File: src/rtl/scan_mux_pkg.sv
// Shared constants for the scan_mux slice: mode encoding and a counter-width helper.
package scan_mux_pkg;

  localparam logic MODE_STATIC = 1'b0;
  localparam logic MODE_SCAN   = 1'b1;

  // Width of a counter that must hold 0..n-1; never narrower than one bit.
  function automatic int cnt_width(input int n);
    return (n > 1) ? $clog2(n) : 1;
  endfunction

endpackage

File: src/rtl/scan_mux_if.sv
// Output stream of scan_mux: one registered beat with a valid/ready handshake.
interface scan_mux_if #(
  parameter int N_CH  = 4,
  parameter int WIDTH = 8
);
  localparam int SW = $clog2(N_CH);

  logic             out_valid;
  logic             out_ready;
  logic [WIDTH-1:0] out_data;
  logic [SW-1:0]    out_ch;

  modport master (output out_valid, output out_data, output out_ch, input out_ready);
  modport slave  (input out_valid, input out_data, input out_ch, output out_ready);
endinterface

File: src/rtl/scan_mux_rr_next_idx.sv
// Combinational round-robin search: first set mask bit strictly after cur, wrapping.
// With only cur set, the search wraps all the way round and returns cur itself.
module rr_next_idx #(
  parameter  int N_CH = 4,
  localparam int SW   = $clog2(N_CH)
) (
  input  logic [N_CH-1:0] mask,
  input  logic [SW-1:0]   cur,
  output logic [SW-1:0]   nxt,
  output logic            any
);

  int idx;

  always_comb begin
    nxt = cur;
    any = |mask;
    idx = 0;
    // Walk from farthest to nearest so the nearest hit is the one left standing.
    for (int k = N_CH; k >= 1; k--) begin
      idx = (int'(cur) + k) % N_CH;
      if (mask[idx[SW-1:0]]) begin
        nxt = idx[SW-1:0];
      end
    end
  end

endmodule

File: src/rtl/scan_mux.sv
// N-channel registered mux with valid/ready output; STATIC select or round-robin SCAN
// over enabled channels, DWELL beats per channel.
module scan_mux
  import scan_mux_pkg::*;
#(
  parameter  int N_CH  = 4,
  parameter  int WIDTH = 8,
  parameter  int DWELL = 4,
  localparam int SW    = $clog2(N_CH)
) (
  input  logic                  clk,
  input  logic                  rst_n,
  input  logic [N_CH*WIDTH-1:0] ch_data,
  input  logic [N_CH-1:0]       ch_en,
  input  logic                  mode,
  input  logic [SW-1:0]         sel_in,
  scan_mux_if.master            bus
);

  localparam int DW = cnt_width(DWELL);

  logic [WIDTH-1:0] ch_word [N_CH];

  generate
    for (genvar gi = 0; gi < N_CH; gi++) begin : g_word
      assign ch_word[gi] = ch_data[gi*WIDTH +: WIDTH];
    end
  endgenerate

  logic             out_valid_reg, out_valid_next;
  logic [WIDTH-1:0] out_data_reg,  out_data_next;
  logic [SW-1:0]    out_ch_reg,    out_ch_next;
  logic [SW-1:0]    cur_ch_reg,    cur_ch_next;
  logic [DW-1:0]    dwell_cnt_reg, dwell_cnt_next;
  logic             mode_reg,      mode_next;

  logic             load, mode_change, entering_scan, sel_ok, src_en, rr_any;
  logic [SW-1:0]    start_ch, scan_ch, src_ch, rr_nxt;
  logic [WIDTH-1:0] src_data;
  logic [DW-1:0]    dwell_base;

  rr_next_idx #(.N_CH(N_CH)) u_rr (
    .mask (ch_en),
    .cur  (scan_ch),
    .nxt  (rr_nxt),
    .any  (rr_any)
  );

  always_comb begin
    load          = !out_valid_reg || bus.out_ready;
    mode_change   = (mode != mode_reg);
    entering_scan = mode_change && (mode == MODE_SCAN);
    sel_ok        = (int'(sel_in) < N_CH);
    start_ch      = sel_ok ? sel_in : '0;
    // The scan pointer takes its starting channel in the same cycle SCAN is entered.
    scan_ch       = entering_scan ? start_ch : cur_ch_reg;
    dwell_base    = mode_change ? '0 : dwell_cnt_reg;

    if (mode == MODE_SCAN) begin
      src_ch   = scan_ch;
      src_en   = ch_en[scan_ch];
      src_data = ch_word[scan_ch];
    end else begin
      src_ch   = sel_in;
      src_en   = sel_ok && ch_en[sel_in];
      src_data = sel_ok ? ch_word[sel_in] : '0;
    end

    out_valid_next = out_valid_reg;
    out_data_next  = out_data_reg;
    out_ch_next    = out_ch_reg;
    cur_ch_next    = (mode == MODE_SCAN) ? scan_ch : cur_ch_reg;
    dwell_cnt_next = dwell_base;
    mode_next      = mode;

    if (load) begin
      out_valid_next = src_en;
      out_data_next  = src_data;
      out_ch_next    = src_ch;
    end

    // Dwell is counted as valid beats enter the register; every such beat is
    // later accepted, so this equals the accepted-beat count per channel.
    if ((mode == MODE_SCAN) && rr_any) begin
      if (!ch_en[scan_ch]) begin
        cur_ch_next    = rr_nxt;
        dwell_cnt_next = '0;
      end else if (load) begin
        if (dwell_base == DW'(DWELL - 1)) begin
          cur_ch_next    = rr_nxt;
          dwell_cnt_next = '0;
        end else begin
          dwell_cnt_next = dwell_base + DW'(1);
        end
      end
    end
  end

  always_ff @(posedge clk or negedge rst_n) begin
    if (!rst_n) begin
      out_valid_reg <= 1'b0;
      out_data_reg  <= '0;
      out_ch_reg    <= '0;
      cur_ch_reg    <= '0;
      dwell_cnt_reg <= '0;
      mode_reg      <= MODE_STATIC;
    end else begin
      out_valid_reg <= out_valid_next;
      out_data_reg  <= out_data_next;
      out_ch_reg    <= out_ch_next;
      cur_ch_reg    <= cur_ch_next;
      dwell_cnt_reg <= dwell_cnt_next;
      mode_reg      <= mode_next;
    end
  end

  assign bus.out_valid = out_valid_reg;
  assign bus.out_data  = out_data_reg;
  assign bus.out_ch    = out_ch_reg;

endmodule
File: src/flat_wrapper.sv
// flat-port wrapper written by rule: the top's interface ports become plain ports
module scan_mux_flat import scan_mux_pkg::*;
#(
  parameter  int N_CH  = 4,
  parameter  int WIDTH = 8,
  parameter  int DWELL = 4,
  localparam int SW    = $clog2(N_CH)
)
  (clk, rst_n, ch_data, ch_en, mode, sel_in, bus_out_valid, bus_out_data, bus_out_ch, bus_out_ready);
  scan_mux_if #(.N_CH(N_CH), .WIDTH(WIDTH)) bus_i ();
  input  logic clk;
  input  logic rst_n;
  input  logic [N_CH*WIDTH-1:0] ch_data;
  input  logic [N_CH-1:0] ch_en;
  input  logic mode;
  input  logic [SW-1:0] sel_in;
  output wire logic [$bits(bus_i.out_valid)-1:0] bus_out_valid;
  output wire logic [$bits(bus_i.out_data)-1:0] bus_out_data;
  output wire logic [$bits(bus_i.out_ch)-1:0] bus_out_ch;
  input wire logic [$bits(bus_i.out_ready)-1:0] bus_out_ready;
  assign bus_out_valid = bus_i.out_valid;
  assign bus_out_data = bus_i.out_data;
  assign bus_out_ch = bus_i.out_ch;
  assign bus_i.out_ready = bus_out_ready;
  scan_mux #(.N_CH(N_CH), .WIDTH(WIDTH), .DWELL(DWELL)) u_core (.clk(clk), .rst_n(rst_n), .ch_data(ch_data), .ch_en(ch_en), .mode(mode), .sel_in(sel_in), .bus(bus_i));
endmodule
File: config.mk
export PLATFORM = sky130hd
export DESIGN_NAME = scan_mux_flat
export DESIGN_NICKNAME = d
export VERILOG_FILES = /design/src/rtl/scan_mux_pkg.sv /design/src/rtl/scan_mux_if.sv /design/src/rtl/scan_mux_rr_next_idx.sv /design/src/rtl/scan_mux.sv /design/src/flat_wrapper.sv
export SDC_FILE = /design/constraint.sdc
export NUM_CORES = 1
export LEC_CHECK = 0
export CAP_MARGIN = 5
export CORE_MARGIN = 2
export CORE_UTILIZATION = 40
export DETAILED_ROUTE_END_ITERATION = 6
export PLACE_DENSITY = 0.71
export SKIP_CTS_REPAIR_TIMING = 1
export SYNTH_ARGS = -nofsm -noshare
export SYNTH_HDL_FRONTEND = slang
export SYNTH_SLANG_ARGS = --single-unit
File: constraint.sdc
create_clock -name clk -period 2.1 [get_ports clk]
set_input_delay 0.42 -clock clk [delete_from_list [all_inputs] [get_ports clk]]
set_output_delay 0.42 -clock clk [all_outputs]
set_load 0.05 [all_outputs]
==> impl_metrics.yaml <==
status:
  run_status: "finished, final reports clean"
place:
  place_congestion: 0.862
  place_hpwl_mm: 3.58
  portBuffers: 52
  place_area_sq_um: 2270
finish:
  num-nets-final: 299
  fin_area_sq_um: 2400
  drive_above_1_share_pct: 19.7
  diodes: 0
  largest_reg_flops: 8
  synthToLayoutAreaGrowth_pct: 51.1
timing:
  hold_viol: 0
  clock_skew_ns: 0.00430
  final_max_slew_viol_count: 0
  fin_crit_ns: 1.89
  rsz0062_at_grt: "false"
  finalSetupViolations: 0
  fmax_mhz: 529
  relSlewSlack_pct: 66.7
  final.period_utilization_pct: 90.0
  worst_pin_slew_ns: 0.498
pwr:
  leakagePower_nw: 0.928
  p_per_area_nw_per_um2: 934
  peakVddDrop_v: 0.000491
  power_mw: 2.24
cts:
  cts_sinks: 16
  clk_path_buf_depth: 2
  cts-root-buf: "clkbuf_8"
  cts.htree.levels: 1
  path_clk_slew_ns: 0.08
  cts_tree: "done"
  cts_buffers: 3
  insertion_delay_ns: 0.26
synth:
  synth_cell_types: 37
  syn_inst: 189
  synth-compound-area-share_pct: 28.2
  yosys.area_share.simple_pct: 18.1
  async_reset_ff_share_pct: 100
  synth_edf_count: 0
  avgSynthCellArea_sq_um: 8.40
  synthXorXnorAreaFrac_pct: 0
  syn-cell-area_sq_um: 1590
  synth_adder_area_share_pct: 1.58
  ys.flop_type: "dfrtp_1"
  syn_nets: 233
  synth_top_family_by_area: "compound AO/OA/AOI/OAI gates"
  ys_seq_area_share_pct: 25.2
  muxShareOfSynthArea_pct: 21.0
  synth-seq-cells: 16
  ys_warn_count: 0
critical_path:
  worst-setup-path-type: "register to output pin"
  path_cells: "clkdlybuf4s50_1"
  startpoint_type: "register"
  worst-r2r-setup-slack_ns: 0.22
  endpoint_kind: "output pin"
  cpMaxStageDelayCell: "clkdlybuf4s50_1"
  worstPathMaxFanout: 2
  critPathArrivalTime_ns: 1.47
  crit_buf_inv: 1
  ff2ff_path_depth: 8
  path_delay_family: "buffers and inverters"
  r2r_end: "u_core.cur_ch_reg[0]$_DFF_PN0_"
  regToRegStartpoint: "u_core.mode_reg$_DFF_PN0_"
  critPathRequiredTime_ns: 1.68
  max_stage_delay_ns: 0.82
floorplan:
  die_height_um: 67.0
  core_area_sq_um: 3740
  initial_core_util_pct: 42.4
  die_w_um: 67.0
  io_pins: 53
  rows: 22
  die_area_sq_um: 4490
drt:
  ant_nets: 0
  first_pass_iters: 4
  drt-initial-drc-count: 129
  wl_per_cell_um: 16.3
  num_vias: 1782
  vias_per_cell: 5.90
  post-route-drc-count: 0
  routed_wl_mm: 4.93
run:
  drv_cap: 0
grt:
  grt_pass1_vias: 1769
  grt_usage_pct: 23.6
  grt_max_degree: 26
  antenna_found_initial: 0
  grt_overflow: 0
  grt_first_pass_wirelength_mm: 8.14
hold_path:
  hold_class: "register to register"
  hold_path_end: "u_core.bus.out_ch[1]$_DFFE_PN0N_"
  min_from: "u_core.bus.out_ch[1]$_DFFE_PN0N_"
  min_path_cells: 2
[cells in the mapped netlist, types with 2 or more instances]
cell type,n,area share (%)
nand2_1,33,7.8
buf_2,5,1.6
dfrtp_1,16,25
nor2b_1,13,5.1
nand2b_1,2,0.79
a21oi_1,15,4.7
inv_1,3,0.71
mux2i_1,7,4.4
a211oi_1,10,4.7
ha_1,2,1.6
nor2_1,6,1.4
a31oi_1,2,0.79
mux4_2,9,13
clkbuf_1,7,1.7
o21ai_0,11,3.5
o22ai_1,8,3.2
o21ai_1,9,2.8
and2_1,2,0.79
o211ai_1,2,0.95
buf_4,2,0.95
o31ai_1,2,0.95
mux2i_2,2,1.7
o32ai_1,7,3.9
[layout make-up]
class	count	area (sq um)
sequential	16	400
tap	48	60.1
timing repair buffer	76	714
multi-input combinational	154	1150
fill	336	1340
inverter	4	15.0
clock buffer	4	55.1
[cell families after synthesis]
family	after synthesis
simple gates	61
buf+inv	19
mux	20
fa+ha+maj	2
compound gates	71
flops	16
[how the worst max path moves through the flow]
stage / startpoint / end / slack, ns / cells past startpoint
floorplan: mode / u_core.cur_ch_reg[0]$_DFF_PN0_ / 0.13 / 6
global placement: mode / u_core.cur_ch_reg[0]$_DFF_PN0_ / -0.29 / 8
detailed placement: mode / u_core.cur_ch_reg[0]$_DFF_PN0_ / -0.41 / 8
CTS: mode / u_core.cur_ch_reg[0]$_DFF_PN0_ / -0.13 / 8
global route: sel_in[0] / u_core.bus.out_data[4]$_DFFE_PN0N_ / 0.08 / 7
finish: u_core.bus.out_data[2]$_DFFE_PN0N_ / bus_out_data[2] / 0.21 / 1
[placed cells by master, fill, tap and decap left out, types with 8 or more instances in the layout]
cell type / instances
mux4_2: 9
clkdlybuf4s50_1: 51
o22ai_1: 8
nor2b_1: 13
o21ai_0: 10
a211oi_1: 9
dfrtp_1: 16
a21oi_1: 15
o21ai_1: 10
nand2_1: 32
buf_4: 21
[power breakdown]
group / leakage, nW / switching, mW / total (mW) / internal (mW)
registers: 0.188 / 0.0959 / 0.506 / 0.411
logic: 0.711 / 0.811 / 1.44 / 0.627
clock network: 0.0288 / 0.131 / 0.298 / 0.167
[metal layers]
| layer | GRT usage [%] | part of all wire (%) | up-vias |
|---|---|---|---|
| met1 | 32.5 | 45 | 864 |
| met5 | 0 | 0 | - |
| li1 | - | - | 846 |
| met3 | 2.20 | 5.9 | 4 |
| met4 | 8.67 | 0.77 | 0 |
| met2 | 38.1 | 49 | 68 |
[through the flow]
stage                     instances  util (%)  hold slack, ns  TNS (ns)  setup WS [ns]
after global routing            302      64.1           0.497         0         0.0809
after floorplan                 189         -           0.124         0          0.129
final                           302      64.1           0.477         0          0.210
after global placement          298      60.7           0.453     -3.39         -0.293
after detailed placement        298      60.7           0.461     -4.13         -0.405
after CTS                       302      62.1           0.479    -0.532         -0.130
Power figures use the tool's default switching activity.
